File: src/rtl/mem_pkg.sv
// mem_pkg: shared size encodings, FSM states and defaults for the load/store unit
package mem_pkg;
    localparam logic [1:0] SZ_BYTE = 2'b00;
    localparam logic [1:0] SZ_HALF = 2'b01;
    localparam logic [1:0] SZ_WORD = 2'b10;
    localparam int TIMEOUT_DEFAULT = 16;
    typedef enum logic [1:0] {IDLE, REQ, DONE} state_t;
    function automatic logic is_aligned(input logic [1:0] size, input logic [1:0] addr);
        return size == SZ_BYTE ? 1'b1 : size == SZ_HALF ? ~addr[0] : addr == 2'b00;
    endfunction
endpackage

File: src/rtl/lsu_align.sv
// lsu_align: byte-enable/write-data steering, misalignment check and load data shift/extend
module lsu_align
    import mem_pkg::*;
(
    input  logic [1:0]  size,
    input  logic [1:0]  addr,
    input  logic [31:0] wd,
    input  logic [1:0]  rsize,
    input  logic [1:0]  raddr,
    input  logic        runsigned,
    input  logic [31:0] rdata,
    output logic [3:0]  be,
    output logic [31:0] wdata,
    output logic [31:0] rdext,
    output logic        misaligned
);
    logic [31:0] shifted;
    always_comb begin
        misaligned = ~is_aligned(size, addr);
        be = size == SZ_BYTE ? 4'b0001 << addr : size == SZ_HALF ? (addr[1] ? 4'b1100 : 4'b0011) : 4'b1111;
        wdata = size == SZ_BYTE ? {4{wd[7:0]}} : size == SZ_HALF ? {2{wd[15:0]}} : wd;
        shifted = rdata >> {raddr, 3'b000};
        rdext = rsize == SZ_BYTE ? {{24{~runsigned & shifted[7]}}, shifted[7:0]}
              : rsize == SZ_HALF ? {{16{~runsigned & shifted[15]}}, shifted[15:0]}
              : shifted;
    end
endmodule

File: src/rtl/mem_access_unit.sv
// mem_access_unit: M-stage load/store unit driving a req/ack data bus and stalling the pipeline
module mem_access_unit
    import mem_pkg::*;
#(
    parameter int TIMEOUT = TIMEOUT_DEFAULT
) (
    input  logic        clk,
    input  logic        rst,
    input  logic        memreadM,
    input  logic        memwriteM,
    input  logic [1:0]  sizeM,
    input  logic        unsignedM,
    input  logic [31:0] aluoutM,
    input  logic [31:0] writedataM,
    output logic [31:0] readdataM,
    output logic        stallM,
    output logic        adelM,
    output logic        adesM,
    output logic        bus_err,
    output logic        bus_req,
    output logic        bus_we,
    output logic [31:0] bus_addr,
    output logic [3:0]  bus_be,
    output logic [31:0] bus_wdata,
    input  logic [31:0] bus_rdata,
    input  logic        bus_ack
);
    localparam int CW = $clog2(TIMEOUT + 1);
    state_t state, state_n;
    logic [31:0] addr_r, wdata_r, rdata_r, wdata_c, rdext;
    logic [3:0]  be_r, be_c;
    logic [1:0]  size_r;
    logic        uns_r, we_r, mis, valid, idle, in_req, tmo;
    logic [CW-1:0] cnt;
    lsu_align u_align (
        .size(sizeM), .addr(aluoutM[1:0]), .wd(writedataM),
        .rsize(size_r), .raddr(addr_r[1:0]), .runsigned(uns_r), .rdata(bus_rdata),
        .be(be_c), .wdata(wdata_c), .rdext(rdext), .misaligned(mis)
    );
    assign idle   = state == IDLE;
    assign in_req = state == REQ;
    assign valid  = (memreadM | memwriteM) & ~mis;
    assign tmo    = in_req & ~bus_ack & (cnt == CW'(TIMEOUT - 1));
    always_ff @(posedge clk or posedge rst) begin
        if (rst) state <= IDLE;
        else state <= state_n;
    end
    always_comb begin
        state_n = idle ? (valid ? REQ : IDLE) : in_req ? ((bus_ack | tmo) ? DONE : REQ) : IDLE;
    end
    always_comb begin
        bus_req   = in_req;
        bus_we    = in_req & we_r;
        bus_err   = tmo;
        stallM    = ~rst & (in_req | (idle & valid));
        adelM     = ~rst & idle & memreadM & ~memwriteM & mis;
        adesM     = ~rst & idle & memwriteM & mis;
        bus_addr  = {addr_r[31:2], 2'b00};
        bus_be    = be_r;
        bus_wdata = wdata_r;
        readdataM = rdata_r;
    end
    // Request attributes are latched at IDLE detect so the bus sees stable values through REQ
    always_ff @(posedge clk or posedge rst) begin
        if (rst) begin
            addr_r  <= '0;
            wdata_r <= '0;
            rdata_r <= '0;
            be_r    <= '0;
            size_r  <= SZ_BYTE;
            uns_r   <= 1'b0;
            we_r    <= 1'b0;
            cnt     <= '0;
        end else begin
            if (idle & valid) begin
                addr_r  <= aluoutM;
                wdata_r <= wdata_c;
                be_r    <= be_c;
                size_r  <= sizeM;
                uns_r   <= unsignedM;
                we_r    <= memwriteM;
            end
            cnt <= in_req ? cnt + 1'b1 : '0;
            if (in_req & bus_ack & ~we_r) rdata_r <= rdext;
            else if (tmo) rdata_r <= '0;
        end
    end
endmodule

File: config.mk
export PLATFORM = sky130hd
export DESIGN_NAME = mem_access_unit
export DESIGN_NICKNAME = d
export VERILOG_FILES = /design/src/rtl/mem_pkg.sv /design/src/rtl/lsu_align.sv /design/src/rtl/mem_access_unit.sv
export SDC_FILE = /design/constraint.sdc
export NUM_CORES = 1
export LEC_CHECK = 0
export CORE_ASPECT_RATIO = 0.7
export CORE_UTILIZATION = 25
export CTS_CLUSTER_SIZE = 10
export DETAILED_ROUTE_END_ITERATION = 7
export DONT_BUFFER_PORTS = 1
export SLEW_MARGIN = 20
export SYNTH_ARGS = -nofsm -noshare
export SYNTH_HDL_FRONTEND = slang
export SYNTH_SLANG_ARGS = --single-unit
File: constraint.sdc
create_clock -name clk -period 3.5 [get_ports clk]
set_clock_uncertainty 0.1 [all_clocks]
set_input_delay 0.35 -clock clk [delete_from_list [all_inputs] [get_ports clk]]
set_output_delay 0.35 -clock clk [all_outputs]
set_load 0.02 [all_outputs]
==> summary.md, run 1 <==
| Metric | Value |
|---|---|
| WL met2 | around 6.4 mm |
| Vias per inst | around 4.8 |
| Register-to-Register Path Depth | 4 |
| Boundary Pins | 210 |
| Final setup viols | 0 |
| Final Util | 27.2% |
| Final count of hold timing violations | 0 |
| Power Dens Cells | between 900 and 1000 nW/um2 |
| Critical Path End Type | flop |
| Fin crit period | 2.50 ns |
| Synth Area in Adders | less than 1% |
| Placed insts | about 680 |
| Post-DP HPWL | about 11 mm |
| # rows | 44 |
| Main combinational cell family by area after synthesis | multiplexers |
| Synth Register Bits | 111 |
| I/O Buffers | 0 |
| Area Growth Syn to Fin | 6.79% |
| Worst Setup Start Kind | flop |
| Root Driver | clkbuf_16 |
| Crit Path Max Fanout | 28 |
| Critical path type | flop to flop |
| RSZ-0062 raised after global routing | no |
| Post-DRT Antenna Nets | 0 |
| Die width | around 180 um |
| # DRC | 0 |
| R2R Setup Slk | about 1 ns |
| Post-Syn Instances | between 400 and 500 |
| Max H-tree Level | 3 |
| Routability cong. | roughly 0.84 |
| GRT overflow | 0 |
| Commonest non-fill, non-tap cells in the layout | dfrtp_1, mux2_2, o21ai_0 |
| Crit Reg-Reg Startpoint | addr_r[1]$_DFFE_PP0P_ |
| XOR/XNOR share of the synthesized area | less than 1% |
| Vias in the first global route | between 3k and 4k |
| Met1 WL | a little over 6 mm |
| Clock slew at reported path FFs | 0.08 ns |
| Post-synth EDFFs | 0 |
| Initial antenna violation count | 0 |
| Vias post-DR | 3308 |
| Filler Cell Count | 2136 |
| Layout Cells excl Fill | between 600 and 700 |
| Total wire length | between 10 and 15 mm |
| Maximum VDD drop | approximately 310 uV |
| Avg Cell Area, Syn | between 10 and 15 um2 |
| Simple-Gate Fraction of Synth Area | 7.17% |
| Relative slew slack | 44.1% |
| Metal3 WL | 1.29 mm |
| Synth area leaders | dfrtp_1, mux2_2, mux2i_1, buf_4, o21ai_0 |
| Pin count of the biggest net entering global routing | 94 |
| Worst slew pin tran | between 0.8 and 0.9 ns |
| Setup bufs post-CTS | 0 |
| Crit path required time | approximately 3.7 ns |
| Cell variety after synth | 39 |
| Commonest non-fill, non-tap cell in the layout | dfrtp_1 |
| Worst hold path class | input port to flop |
| Yosys warns | 0 |
| Initial DRC Count | ~150 |
| Complex-gate fraction of the synthesized area | around an eighth |
| Core Region | about 21000 um2 |
| Chip height | ~120 um |
| Layout cell share with drive strength beyond 1 | 19.3% |
| WHS Endpoint | addr_r[14]$_DFFE_PP0P_ |
| CTS tree | built |
| Pre-Repair DR Iteration Count | 4 |
| Crit path DAT | ~2.7 ns |
| Top layer used by detailed routing | met4 |
| Total CTS buffers | 9 |
| Max-Cap Viols | 0 |
| Full die area | approximately 22000 um2 |
| Hold_sp | aluoutM[14] |
| Worst hold path depth | 1 |
| Later-pin clock latency in the skew report | roughly 0.35 ns |
| Clock tree buffer depth | 2 |
| Worst R2R End | readdataM[23]$_DFFE_PP0P_ |
| Nets | approximately 520 |
| Leak | 2.44 nW |
| Clock sinks | 111 |
| Post-synthesis mux area share | a little under a fifth |
| Sequential area share after synthesis | between 50% and 60% |
| Crit share post-route | between 70% and 80% |
| DR WL/cell | 20.0 um |
| Status | completed |
| Yosys top cell area share | 52.5% |
| Max Clk Rate | between 0.4 and 0.5 GHz |
| GR Util All Layers | between 10% and 20% |
| First-pass GRT wire length | around 21 mm |
| Slew Viols, Final | 0 |
| Initial Utilization | roughly 25% |
| Sum Neg Setup Slack | 0 ns |
| N_diodes | 0 |
| Area leader, netlist | dfrtp_1 |
| Async set or reset register ratio after synthesis | 100% |
| Synthesized area | between 5000 and 6000 um2 |
| Top FF cell, synth | dfrtp_1 |
-- through the flow --
stage / instance area, um2 / power, mW / worst slack [ns] / hold slack [ns]
2_1_floorplan: 5300 / 4.02 / 0.668 / 0.332
3_3_place_gp: 5310 / 4.07 / 1.12 / 0.344
3_5_place_dp: 5310 / 4.14 / 1.06 / 0.357
4_1_cts: 5650 / 5.21 / 1.05 / 0.0175
5_1_grt: 5650 / 5.45 / 0.759 / 0.0158
6_report: 5650 / 5.14 / 1.00 / 0.0353
-- flip-flops by register name, indices dropped and copies added (netlist names) --
register,count
addr_r,32
bus_be,4
bus_wdata,32
cnt,5
readdataM,32
size_r,2
state,2
uns_r,1
we_r,1
-- report_power, final --
part	total [mW]	internal (mW)	switching, mW
Clock	1.03	0.507	0.526
Combinational	1.14	0.605	0.538
Sequential	2.97	1.82	1.15
-- routing by layer --
layer	up-vias	track usage, %
met5	-	0
met4	0	3.91
met3	16	5.19
met2	130	19.8
met1	1651	16.2
li1	1511	-
-- kinds of logic (layout without fill, tap and decap cells) --
kind of cell,after synthesis,count (layout)
mux,92,92
fa+ha+maj,2,2
xor+xnor,2,2
simple gates,81,81
buf+inv,66,30
other cells,1,2
compound gates,100,100
flops,111,111
-- cell type report --
type | count | area, um2 | share of cell area (%)
timing repair buffer | 10 | 97.6 | 1.73
sequential | 111 | 2780 | 49.2
clock inverter | 7 | 70.1 | 1.24
multi-input combinational | 279 | 2110 | 37.4
inverter | 4 | 18.8 | 0.332
tap | 276 | 345 | 6.11
clock buffer | 9 | 225 | 3.99
-- cells in the mapped netlist, drive strengths merged, types with 2 or more instances --
library cell / n
a221o: 16
nor2b: 3
o31ai: 2
nand3: 3
clkbuf: 8
nand2b: 2
nand3b: 2
buf: 54
inv: 4
a22o: 16
nor3b: 3
mux2i: 40
and2: 2
nor2: 26
mux2: 52
nand2: 37
dfrtp: 111
o21ai: 42
ha: 2
a21oi: 18
-- worst max-delay path, cell delays in order, from the launching register on --
cell and delay (ns):
dfrtp_1 0.87, nor2b_1 0.51, a2bb2oi_1 0.17, o22ai_2 0.57, a221o_1 0.21
-- worst max path at each step --
| stage | to | slack [ns] | start |
|---|---|---|---|
| floorplan | adelM | 0.67 | rst |
| global placement | readdataM[31]$_DFFE_PP0P_ | 1.12 | addr_r[1]$_DFFE_PP0P_ |
| finish | readdataM[23]$_DFFE_PP0P_ | 1.00 | addr_r[1]$_DFFE_PP0P_ |
| detailed placement | readdataM[23]$_DFFE_PP0P_ | 1.06 | addr_r[1]$_DFFE_PP0P_ |
| global route | readdataM[27]$_DFFE_PP0P_ | 0.76 | addr_r[1]$_DFFE_PP0P_ |
| CTS | readdataM[23]$_DFFE_PP0P_ | 1.05 | addr_r[1]$_DFFE_PP0P_ |
-- what timing repair did --
| action | in CTS | in global routing |
|---|---|---|
| hold buffers | 4 | 0 |
| hold endpoints to repair | 46 | 0 |
| gates resized for setup | 0 | 0 |
Note: power is estimated with default switching activity, not from simulation.
==> run 2, diff against run 1 <==
==> constraint.sdc (replaced) <==
create_clock -name clk -period 2.4 [get_ports clk]
set_clock_uncertainty 0.1 [all_clocks]
set_input_delay 0.24 -clock clk [delete_from_list [all_inputs] [get_ports clk]]
set_output_delay 0.24 -clock clk [all_outputs]
set_load 0.02 [all_outputs]
==> run 2 against run 1 <==
Effect of this change:
- first-iteration DRC count increased by 10%
- setup slack worse by 0.79 ns
- power increased by 50%
- highest routed layer unchanged
- via count increased by 11%
- sequential power is 44% higher
- non-clock buffer count grew 76
- global-route usage is 0.91 points higher
- clock power grew 55%
- final area grew 14%
- register-to-register slack got worse by 0.67 ns
==> summary.md, run 2 (synthesis results as in run 1) <==
| Metric | Value |
|---|---|
| Critical path type | flop to output port |
| Net Sw Frac | 42.0% (-0.92 points) |
| Initial DRC Count | 170 (+10%) |
| Pin count of the biggest net entering global routing | 112 (+19%) |
| Status | completed |
| Crit Reg-Reg Startpoint | cnt[0]$_DFF_PP0_ |
| Crit share post-route | around nine tenths |
| Full die area | 21800 um2 (unchanged) |
| Post_cts resized | 0 (unchanged) |
| Clock power frac | 20.7% (+0.6 points) |
| # DRC | 0 (unchanged) |
| Vias in the first global route | 3685 (+6.7%) |
| Sequential share of power | 55.5% (-2.2 points) |
| R2R Setup Slk | 0.33 ns (-0.67 ns) |
| Total CTS buffers | 9 (unchanged) |
| Comb power frac | 23.8% (+1.6 points) |
| Maximum VDD drop | 563 uV (+79%) |
| Filler Cell Count | 2086 (-2.3%) |
| Vias post-DR | 3674 (+11%) |
| Max-Cap Viols | 0 (unchanged) |
| Delay of the slowest cell on the worst path | 0.40 ns (-0.47 ns) |
| Worst R2R End | readdataM[18]$_DFFE_PP0P_ |
| Total wire length | 15.0 mm (+7.9%) |
| Nets | 597 (+15%) |
| Power Dens Cells | 1200 nW/um2 (+32%) |
| Clock sinks | 111 (unchanged) |
| Crit path DAT | 1.85 ns (-0.84 ns) |
| Setup bufs post-CTS | 0 (unchanged) |
| Fin crit period | approximately 2.2 ns |
| Net switching power | 3.24 mW (+47%) |
| Boundary Pins | 210 (unchanged) |
| Worst slew pin tran | 0.862 ns (+0.0240 ns) |
| Commonest non-fill, non-tap cells in the layout | dfrtp_1, dlygate4sd3_1, mux2_2 |
| Relative slew slack | 42.3% (-1.9 points) |
| Max H-tree Level | 3 (unchanged) |
| Post-DP HPWL | 10.3 mm (-2.6%) |
| Post-DRT Antenna Nets | 0 (unchanged) |
| Root Driver | clkbuf_16 |
| GR Util All Layers | 13.6% (+0.91 points) |
| Register Area | 2780 um2 (unchanged) |
| Total chip power | 7.72 mW (+50%) |
| WL met2 | 7.04 mm (+9.7%) |
| Final count of hold timing violations | 0 (unchanged) |
| Crit Path Max Fanout | 12 (-57%) |
| Critical Path End Type | output port |
| N_diodes | 0 (unchanged) |
| Crit path required time | 2.06 ns (-1.63 ns) |
| Slowest cell on crit path | dfrtp_1 |
| Met1 WL | 6.76 mm (+12%) |
| Hold_sp | writedataM[1] |
| Layout cell share with drive strength beyond 1 | 17.5% (-1.7 points) |
| Pre-Repair DR Iteration Count | 4 (unchanged) |
| RSZ-0062 raised after global routing | no |
| Register-to-Register Path Depth | 7 (+3) |
| Final setup viols | 0 (unchanged) |
| GRT overflow | 0 (unchanged) |
| First-pass GRT wire length | 22.1 mm (+6.7%) |
| Top layer used by detailed routing | met4 |
| WHS Endpoint | bus_wdata[9]$_DFFE_PP0P_ |
| Die width | 176 um (unchanged) |
| Commonest non-fill, non-tap cell in the layout | dfrtp_1 |
| I/O Buffers | 0 (unchanged) |
| Core Region | 20800 um2 (unchanged) |
| Initial Utilization | 25.5% (unchanged) |
| Final Util | 31.0% (+3.7 points) |
| # rows | 44 (unchanged) |
| Metal3 WL | 1.05 mm (-19%) |
| Hold_buf cts | 74 (+70) |
| Leak | 2.77 nW (+14%) |
| CTS tree | built |
| Slew Viols, Final | 0 (unchanged) |
| Worst Setup Start Kind | flop |
| Vias per inst | 4.76 (+0.13%) |
| Multi-input combinational cell area | 2110 um2 (unchanged) |
| Clock slew at reported path FFs | 0.08 ns (about the same) |
| DR WL/cell | 19.5 um (-2.7%) |
| Initial antenna violation count | 0 (unchanged) |
| Worst-path cell chain | nor2_1 > o221ai_4 > a21oi_1 > buf_4 |
| Later-pin clock latency in the skew report | 0.35 ns (about the same) |
| Area Growth Syn to Fin | 21.5% |
| Chip height | 124 um (unchanged) |
| Clock tree buffer depth | 2 (unchanged) |
| Pint | 4.47 mW (+52%) |
| Max Clk Rate | between 0.4 and 0.5 GHz |
| Worst hold path depth | 2 (+1) |
| Worst hold path class | input port to flop |
| Routability cong. | 0.859 (+2.2%) |
-- run 2: cell count changes in the layout (fill, tap and decap cells not counted) --
cell / previous run / this run
buf_12: 1 / 2
buf_4: 5 / 10
bufinv_16: 0 / 1
clkinv_4: 0 / 1
dlygate4sd3_1: 4 / 74
inv_6: 3 / 2
inv_8: 2 / 1
-- run 2: final cells by class --
type,count,area share (%)
clock buffer,9,3.50
clock inverter,7,1.38
timing repair buffer,86,13.3
inverter,4,0.292
multi-input combinational,279,32.9
sequential,111,43.2
tap,276,5.37
-- run 2: stage by stage --
stage | instance area (um2) | setup TNS, ns | cells | hold slack [ns] | setup slack [ns]
final | 6430 | 0 | 772 | 0.00720 | 0.211
after global routing | 6430 | 0 | 772 | 0.000865 | 0.0114
after CTS | 6430 | 0 | 772 | 0.000201 | 0.166
after detailed placement | 5370 | 0 | 682 | 0.247 | 0.360
after global placement | 5370 | 0 | 682 | 0.245 | 0.423
after floorplan | 5300 | -0.413 | 456 | 0.238 | -0.212
-- run 2: how the worst max path moves through the flow --
| stage | from | to | slack (ns) | cells after the start |
|---|---|---|---|---|
| final | state[1]$_DFF_PP0_ | stallM | 0.21 | 4 |
| after global routing | state[1]$_DFF_PP0_ | stallM | 0.01 | 4 |
| after CTS | state[1]$_DFF_PP0_ | stallM | 0.17 | 4 |
| after detailed placement | cnt[0]$_DFF_PP0_ | readdataM[18]$_DFFE_PP0P_ | 0.36 | 7 |
| after global placement | state[1]$_DFF_PP0_ | bus_wdata[3]$_DFFE_PP0P_ | 0.42 | 4 |
| after floorplan | rst | adelM | -0.21 | 3 |
-- run 2: worst max-delay path, delay by kind of cell (launching register included) --
kind | cells | cell delay [ns]
compound gates | 2 | 0.57
buf+inv | 1 | 0.16
simple gates | 1 | 0.36
flops | 1 | 0.40
-- run 2: power groups by stage --
stage | Combinational [mW] | Sequential [mW] | Clock, mW
after global routing | 2.04 | 4.39 | 1.72
after CTS | 1.84 | 4.29 | 1.65
after floorplan | 2.16 | 3.70 | 0
final | 1.84 | 4.28 | 1.60
after global placement | 1.63 | 4.29 | 0
after detailed placement | 1.72 | 4.32 | 0
-- run 2: layer usage --
| metal | vias up | GRT usage (%) |
|---|---|---|
| met3 | 17 | 4.21 |
| met1 | 1866 | 18.1 |
| met4 | 0 | 4.13 |
| li1 | 1658 | - |
| met5 | - | 0 |
| met2 | 133 | 21.4 |
==> run 3, diff against run 2 <==
--- a/config.mk
+++ b/config.mk
@@ -10,6 +10,7 @@
 export CTS_CLUSTER_SIZE = 10
 export DETAILED_ROUTE_END_ITERATION = 7
 export DONT_BUFFER_PORTS = 1
+export REMOVE_ABC_BUFFERS = 1
 export SLEW_MARGIN = 20
 export SYNTH_ARGS = -nofsm -noshare
 export SYNTH_HDL_FRONTEND = slang
==> run 3 against run 2 <==
Effect of this change:
- global-route usage is 1.1 points lower
- critical path depth rose by 1
- sequential share of layout area is 0.22 points higher
- utilization decreased by 0.16 points
- worst hold slack better by 0.0056 ns
==> summary.md, run 3 (synthesis results as in run 1) <==
| Metric | Value |
|---|---|
| GR Util All Layers | 12.5% (-1.1 points) |
| Worst Setup SP | state[1]$_DFF_PP0_ |
| Vias per inst | 4.66 (-2.1%) |
| Power Dens Cells | 1200 nW/um2 (-0.36%) |
| Worst slew pin tran | 0.818 ns (-0.0435 ns) |
| Commonest non-fill, non-tap cells in the layout | dfrtp_1, dlygate4sd3_1, mux2_2 |
| Final setup viols | 0 (unchanged) |
| Critical path type | flop to flop |
| Hold_sp | writedataM[12] |
| Clock tree buffer depth | 2 (unchanged) |
| Sequential share of power | 55.7% (+0.2 points) |
| GRT overflow | 0 (unchanged) |
| Chip height | 124 um (unchanged) |
| Slew Viols, Final | 0 (unchanged) |
| Post-DP Area | 5370 um2 (about the same) |
| Later-pin clock latency in the skew report | 0.35 ns (about the same) |
| Leak | 2.77 nW (-0.19%) |
| Critical Path End Type | flop |
| Max H-tree Level | 3 (unchanged) |
| # rows | 44 (unchanged) |
| Final Cell Area | 6390 um2 (-0.51%) |
| Crit Reg-Reg Startpoint | state[1]$_DFF_PP0_ |
| Pin count of the biggest net entering global routing | 77 (-31%) |
| Worst hold path class | input port to flop |
| Initial DRC Count | 180 (+5.9%) |
| Met1 Use GR | 15.9% (-2.2 points) |
| Crit path required time | 2.58 ns (+0.52 ns) |
| Pre-Repair DR Iteration Count | 4 (unchanged) |
| Net switching power | 3.15 mW (-2.9%) |
| Die width | 176 um (unchanged) |
| Layout cell share with drive strength beyond 1 | 17.8% (+0.27 points) |
| Nets | 596 (-0.17%) |
| Max-Cap Viols | 0 (unchanged) |
| Total wire length | 13.8 mm (-8.2%) |
| Core Region | 20800 um2 (unchanged) |
| Initial Utilization | 25.5% (unchanged) |
| Initial antenna violation count | 1 (+1) |
| Comb power frac | 24.2% (+0.4 points) |
| Setup WS pre-CTS | 0.346 ns (-0.0133 ns) |
| Clock power frac | 20.0% (-0.7 points) |
| Vias in the first global route | 3703 (+0.49%) |
| Relative slew slack | 45.4% (+3.2 points) |
| Fin crit period | 2.20 ns (+0.00680 ns) |
| Worst hold-check slack | 0.0128 ns (+0.00560 ns) |
| Pint | 4.50 mW (+0.61%) |
| Status | completed |
| Root Driver | clkbuf_16 |
| Vias post-DR | 3592 (-2.2%) |
| Global routing's busiest layer | met2 |
| Commonest non-fill, non-tap cell in the layout | dfrtp_1 |
| Clock sinks | 111 (unchanged) |
| # DRC | 0 (unchanged) |
| Worst Setup Start Kind | flop |
| Filler Cell Count | 2084 (-0.096%) |
| Clock slew at reported path FFs | 0.07 ns (about the same) |
| First-pass GRT wire length | 20.6 mm (-6.6%) |
| Total chip power | 7.65 mW (-0.87%) |
| I/O Buffers | 0 (unchanged) |
| Maximum VDD drop | 396 uV (-30%) |
| CTS tree | built |
| Max Clk Rate | 0.455 GHz (-0.31%) |
| Net Sw Frac | 41.2% (-0.86 points) |
| Setup bufs post-CTS | 0 (unchanged) |
| Boundary Pins | 210 (unchanged) |
| Full die area | 21800 um2 (unchanged) |
| Final WS setup | 0.205 ns (-0.00680 ns) |
| Final count of hold timing violations | 0 (unchanged) |
| Total CTS buffers | 9 (unchanged) |
| Crit path DAT | 2.38 ns (+0.53 ns) |
| GR Layer Usage met2 | 19.8% (-1.6 points) |
| Area Growth Syn to Fin | 20.9% |
| Post-DRT Antenna Nets | 0 (unchanged) |
| Post-DP HPWL | 9.43 mm (-8.2%) |
| Routability cong. | 0.899 (+4.7%) |
| Crit Path Max Fanout | 76 (+64) |
| DR WL/cell | 17.9 um (-8.1%) |
| Crit share post-route | 91.5% (+0.28 points) |
| RSZ-0062 raised after global routing | no |
| M3 GR Usage | 4.24% (+0.031 points) |
run 3: changes by cell type in the layout (fill, tap and decap cells not counted):
cell and delta:
buf_12 -1, buf_4 +2, buf_6 +1, clkbuf_8 +1
clkinv_2 -1, clkinv_8 -1, clkinvlp_4 -1, diode_2 +1
dlygate4sd3_1 -3, inv_4 +1, inv_6 +1, inv_8 -1
run 3: area by class of cell:
cell class / instances / area (um2) / area share, %
sequential: 111 / 2780 / 43.4
multi-input combinational: 279 / 2110 / 33.1
timing repair buffer: 85 / 832 / 13.0
tap: 276 / 345 / 5.40
clock buffer: 10 / 239 / 3.74
clock inverter: 5 / 65.1 / 1.02
inverter: 4 / 17.5 / 0.274
antenna: 1 / 2.50 / 0.0391
run 3: power by group through the flow:
stage          combinational, mW  clock [mW]  sequential (mW)
4_1_cts                     1.85        1.61             4.27
3_3_place_gp                1.64           0             4.28
6_report                    1.85        1.53             4.27
5_1_grt                     2.07        1.69             4.36
2_1_floorplan               1.35           0             4.12
3_5_place_dp                1.73           0             4.29
run 3: what timing repair did:
item	in CTS	in global routing
hold buffers	71	0
resized for setup	0	1
setup endpoints to repair	0	1
hold endpoints to repair	186	0
run 3: final timing paths:
check / endpoint / slack (ns) / cells after the start
worst max-delay path: bus_be[0]$_DFFE_PP0P_ / 0.20 / 5
min in group asynchronous: bus_wdata[0]$_DFFE_PP0P_ / 0.46 / 3
worst min register to register: cnt[0]$_DFF_PP0_ / 0.37 / 1
worst min-delay path: bus_wdata[12]$_DFFE_PP0P_ / 0.01 / 2
worst max register to register: bus_be[0]$_DFFE_PP0P_ / 0.20 / 5
max in group asynchronous: addr_r[13]$_DFFE_PP0P_ / 1.11 / 3
run 3: per-layer routing:
metal  wire length (um)  vias to the layer above
li1                   -                     1662
met1               5960                     1778
met2               6680                      140
met3                966                       12
met4                199                        0
met5                  0                        -
run 3: per-stage QoR:
step                      cells  setup TNS, ns  util [%]
after detailed placement    684              0      25.9
after CTS                   770              0      30.8
after floorplan             394        -324.63         -
final                       771              0      30.8
after global placement      684              0      25.9
after global routing        770              0      30.8
run 3: worst max-delay path, cell delays in order, from the launching register on:
cell,delay (ns)
dfrtp_1,0.40
nor2_1,0.28
o221ai_4,0.16
buf_6,0.27
o31ai_1,0.27
dlygate4sd3_1,0.59
==> patch 1 (config.mk and constraints of run 1) <==
Set the package constant `TIMEOUT_DEFAULT` to 64 (it was 16).
--- a/src/rtl/mem_pkg.sv
+++ b/src/rtl/mem_pkg.sv
@@ -5,3 +5,3 @@
     localparam logic [1:0] SZ_WORD = 2'b10;
-    localparam int TIMEOUT_DEFAULT = 16;
+    localparam int TIMEOUT_DEFAULT = 64;
     typedef enum logic [1:0] {IDLE, REQ, DONE} state_t;
Check against the original RTL: same outputs for any inputs over 10 cycles, from zero or initial values and one cycle with rst high; that may be too few to reach the edited logic, so the function may still have changed.
==> patch 1 against run 1 <==
Final area increased by 17%. Wire length increased by 8.2%. Via count increased by 12%. Synthesized area increased by 3.2%. Sequential cell count increased by 2. Count of clock-buffer cells in the layout increased by 16. Worst setup slack got worse by 0.0037 ns. Combinational power increased by 7%. Register-to-register slack improved by 0.13 ns. Power increased by 16%. First-iteration DRC count increased by 15%. Critical endpoint is now bus_err. Highest routed layer unchanged.
==> patch 1: results (changes against run 1) <==
INFO  metric cts_clk_pin_slew_worst_paths = 0.05 ns (-0.03 ns)
INFO  metric clock_tree.htree_level_count = 4 (+1)
INFO  metric detail_route.wirelength = 15100 um (+8.2%)
INFO  metric post_synth_top_cells = dfrtp_1 (113), nand2_1 (50), mux2i_1 (46), o21ai_0 (37), buf_4 (35)
INFO  metric run_status = complete, no violations
INFO  metric grt_first_pass_wirelength = 23200 um (+12%)
INFO  metric wl_met2 = 6750 um (+5.2%)
INFO  metric clkLatencyLatePin = 0.41 ns (+0.06 ns)
INFO  metric vdd_drop_max = 306 uV (-2.8%)
INFO  metric wl_per_cell = 19.2 um (-4.0%)
INFO  metric synthDistinctLibCells = 44 (+13%)
INFO  metric dp_hpwl = 10600 um (+0.31%)
INFO  metric route.layer.met1.wl = 6320 um (+4.6%)
INFO  metric synth_cells = 476 (+4.6%)
INFO  metric cts_inserted_buffers = 17 (+8)
INFO  metric via_cell_ratio = 4.73 (-0.38%)
INFO  metric layout-drive-gt1-share = 12.4% (-6.9 points)
INFO  metric post_synth_main_area_contributors = dfrtp_1 (52%), mux2i_1 (8.4%), mux2_1 (6.2%), buf_4 (4.8%), nand2_1 (3.4%)
INFO  metric worst_setup_slack_before_clock_tree_synthesis = 0.914 ns (-0.143 ns)
INFO  metric first_pass_drt_iterations = 7 (+3)
INFO  metric critical_path.max_fanout = 5 (-82%)
INFO  metric total_length_of_routed_met3_wires = 1840 um (+42%)
INFO  metric total_leakage_power = 0.00290 uW (+19%)
INFO  metric grt_start_max_net_pins = 69 (-27%)
INFO  metric worst-endpoint-arrival = 2.05 ns (-0.64 ns)
INFO  metric maxSlewHeadroom = 39.0% (-5.1 points)
-- patch 1: cell types whose count changed after synthesis, sizes merged, moves of 5 or more --
cell and change:
a211o +8, a221o -8, a22o -8, a32o +7, mux2 -7, mux2i +7, nand2 +13, nor2 +9
o21ai -5
-- patch 1: area by class of cell --
type                    count  area [sq um]
clock buffers              25           515
clock inverters             5          75.1
fillers                  2129         14500
inverters                   4          18.8
multi-input cells         301          2240
flip-flops and latches    113          2830
well taps                 276           345
repair buffers             60           586
-- patch 1: path summary, 6_finish.rpt --
| check | depth (start not counted) | from | slack [ns] | to |
|---|---|---|---|---|
| hold reg to reg | 1 | cnt[0] | 0.38 | cnt[0] |
| setup reg to reg | 4 | addr_r[1] | 1.13 | readdataM[13] |
| setup / recovery | 4 | cnt[0] | 1.00 | bus_err |
| max in group asynchronous | 3 | rst | 2.02 | addr_r[18] |
| hold / removal | 2 | sizeM[1] | 0.03 | bus_be[3] |
| min in group asynchronous | 3 | rst | 0.53 | bus_be[1] |
-- patch 1: where the power goes --
group | internal, uW | switching (uW) | leakage [uW]
Combinational | 594 | 629 | 0.00122
Clock | 1150 | 600 | 0.000295
Sequential | 1850 | 1130 | 0.00139
-- patch 1: logic make-up after synthesis --
kind of cell / Yosys count / synth area share, %
flip-flops: 113 / 51.8
other: 1 / 0.0687
buffers and inverters: 63 / 7.45
multiplexers: 92 / 18.2
AND/OR/NAND/NOR: 106 / 8.90
AO/OA/AOI/OAI: 96 / 12.7
adder cells (fa/ha/maj): 1 / 0.229
XOR/XNOR: 4 / 0.642
-- patch 1: routing by layer --
| layer | track usage (%) | vias to the layer above |
|---|---|---|
| met4 | 4.29 | 0 |
| met1 | 16.7 | 1854 |
| li1 | - | 1685 |
| met3 | 7.88 | 14 |
| met2 | 21.1 | 159 |
| met5 | 0 | - |
-- patch 1: through the flow --
step	power (uW)	area [sq um]
after floorplan	4030	5470
after global placement	4090	5480
after detailed placement	4170	5480
after CTS	6010	6610
after global routing	6290	6610
final	5950	6610
-- patch 1: repair_timing --
action / 4_1_cts / 5_1_grt
endpoints found under the setup margin: 0 / 0
buffers inserted: 0 / 0
hold endpoints to repair: 99 / 0
hold buffers: 54 / 0
-- patch 1: critical path: cells and delay by family, from the launching register on --
family                   cells  cell delay (ns)
flip-flops                   1             0.37
adder cells (fa/ha/maj)      1             0.21
AND/OR/NAND/NOR              3             1.06
==> patch 2 (config.mk and constraints of run 1) <==
Without the edit above. Reset style: synchronous (`rst`), changed in 2 clocked blocks.
--- a/src/rtl/mem_access_unit.sv
+++ b/src/rtl/mem_access_unit.sv
@@ -43,3 +43,3 @@
     assign tmo    = in_req & ~bus_ack & (cnt == CW'(TIMEOUT - 1));
-    always_ff @(posedge clk or posedge rst) begin
+    always_ff @(posedge clk) begin
         if (rst) state <= IDLE;
@@ -63,3 +63,3 @@
     // Request attributes are latched at IDLE detect so the bus sees stable values through REQ
-    always_ff @(posedge clk or posedge rst) begin
+    always_ff @(posedge clk) begin
         if (rst) begin
Behaviour: differs if rst is asserted again (counterexample within 4 cycles, from zero or initial values and one cycle with rst high); with rst held inactive, the same outputs for 10 cycles.
==> patch 2 against run 1 <==
Count of clock-buffer cells in the layout rose by 3. Synthesized area shrank 3.9%. Synthesized cell count rose by 25%. Final area down 4.9%. Highest routed layer unchanged. Sequential share of layout area is 7.8 points lower. First-iteration DRC count rose by 37%. Core utilization is 0.16 points lower. Wire length about the same. Sequential cell count stayed put. Worst setup slack better by 0.069 ns.
Power is not compared: it rests on default switching activity, and its combinational part moved more than twofold at a synthesized area within 25%.
==> patch 2: results (changes against run 1) <==
INFO  metric globalRouteMet3Util = 5.81% (+0.62 points)
INFO  metric finished_layout_cells = 791 (+14%)
INFO  metric synthDistinctLibCells = 53 (+36%)
INFO  metric route.layer.met1.wl = 6460 um (+6.9%)
INFO  metric postSynth.topFlopCell = dfxtp_1
INFO  metric regToRegEndpoint = readdataM[27]
INFO  metric total_length_of_routed_met3_wires = 1470 um (+14%)
INFO  metric maxSlewHeadroom = 35.4% (-8.7 points)
INFO  metric drtIter0Drc = 211 (+37%)
INFO  metric critPathCapture = bus_err
INFO  metric number_of_global_route_vias_before_repair = 3593 (+4.1%)
INFO  metric layout-drive-gt1-share = 9.40% (-9.9 points)
INFO  metric post_synth_main_area_contributors = dfxtp_1 (44%), nand2_1 (8.3%), a21oi_1 (6.4%), mux2i_1 (6.3%), buf_4 (4.9%)
INFO  metric dp_hpwl = 9690 um (-8.2%)
INFO  metric cpLargestDelayFamily = simple AND/OR/NAND/NOR gates
INFO  metric global_route.usage.met1 = 17.4% (+1.2 points)
INFO  metric critical_path.max_fanout = 4 (-86%)
INFO  metric yosysSeqAreaShare = 43.7% (-8.8 points)
INFO  metric grt_use_met2 = 19.1% (-0.71 points)
INFO  metric first_pass_drt_iterations = 5 (+1)
INFO  metric via_cell_ratio = 4.86 (+2.2%)
INFO  metric nFillCells = 2115 (-0.98%)
INFO  metric gr-usage-all-layers = 13.1% (+0.34 points)
INFO  metric critical_path.slowest_cell = nor3b_1
INFO  metric wl_met2 = 5920 um (-7.7%)
INFO  metric numPlacedInstances = 774 (+14%)
INFO  metric grt_first_pass_wirelength = 20800 um (+0.50%)
INFO  metric run_status = complete, no violations
INFO  metric nNetsFinal = 622 (+19%)
patch 2: how the worst min path moves through the flow:
stage	start	to	slack [ns]	depth (start not counted)
finish	aluoutM[29]	addr_r[29]	0.02	2
global route	aluoutM[29]	addr_r[29]	0.008	2
CTS	aluoutM[10]	addr_r[10]	0.006	2
detailed placement	rst	readdataM[6]	0.33	1
global placement	rst	readdataM[6]	0.33	1
floorplan	cnt[0]	cnt[0]	0.32	1
patch 2: logic make-up after synthesis:
group,share of synthesized area (%)
fa+ha+maj,0.492
other cells,0.0738
xor+xnor,0.517
mux,11.6
flops,43.7
simple gates,16.0
compound gates,18.3
buf+inv,9.28
patch 2: area by class of cell:
type	instances	area share, %
sequential	111	41.4
inverter	4	0.280
timing repair buffer	9	1.63
tap	270	6.29
clock buffer	12	4.78
multi-input combinational	381	44.7
clock inverter	4	0.955
patch 2: where the power goes:
group	switching, uW	internal, uW
clock network	471	597
logic	203	139
registers	165	1350
total	840	2080
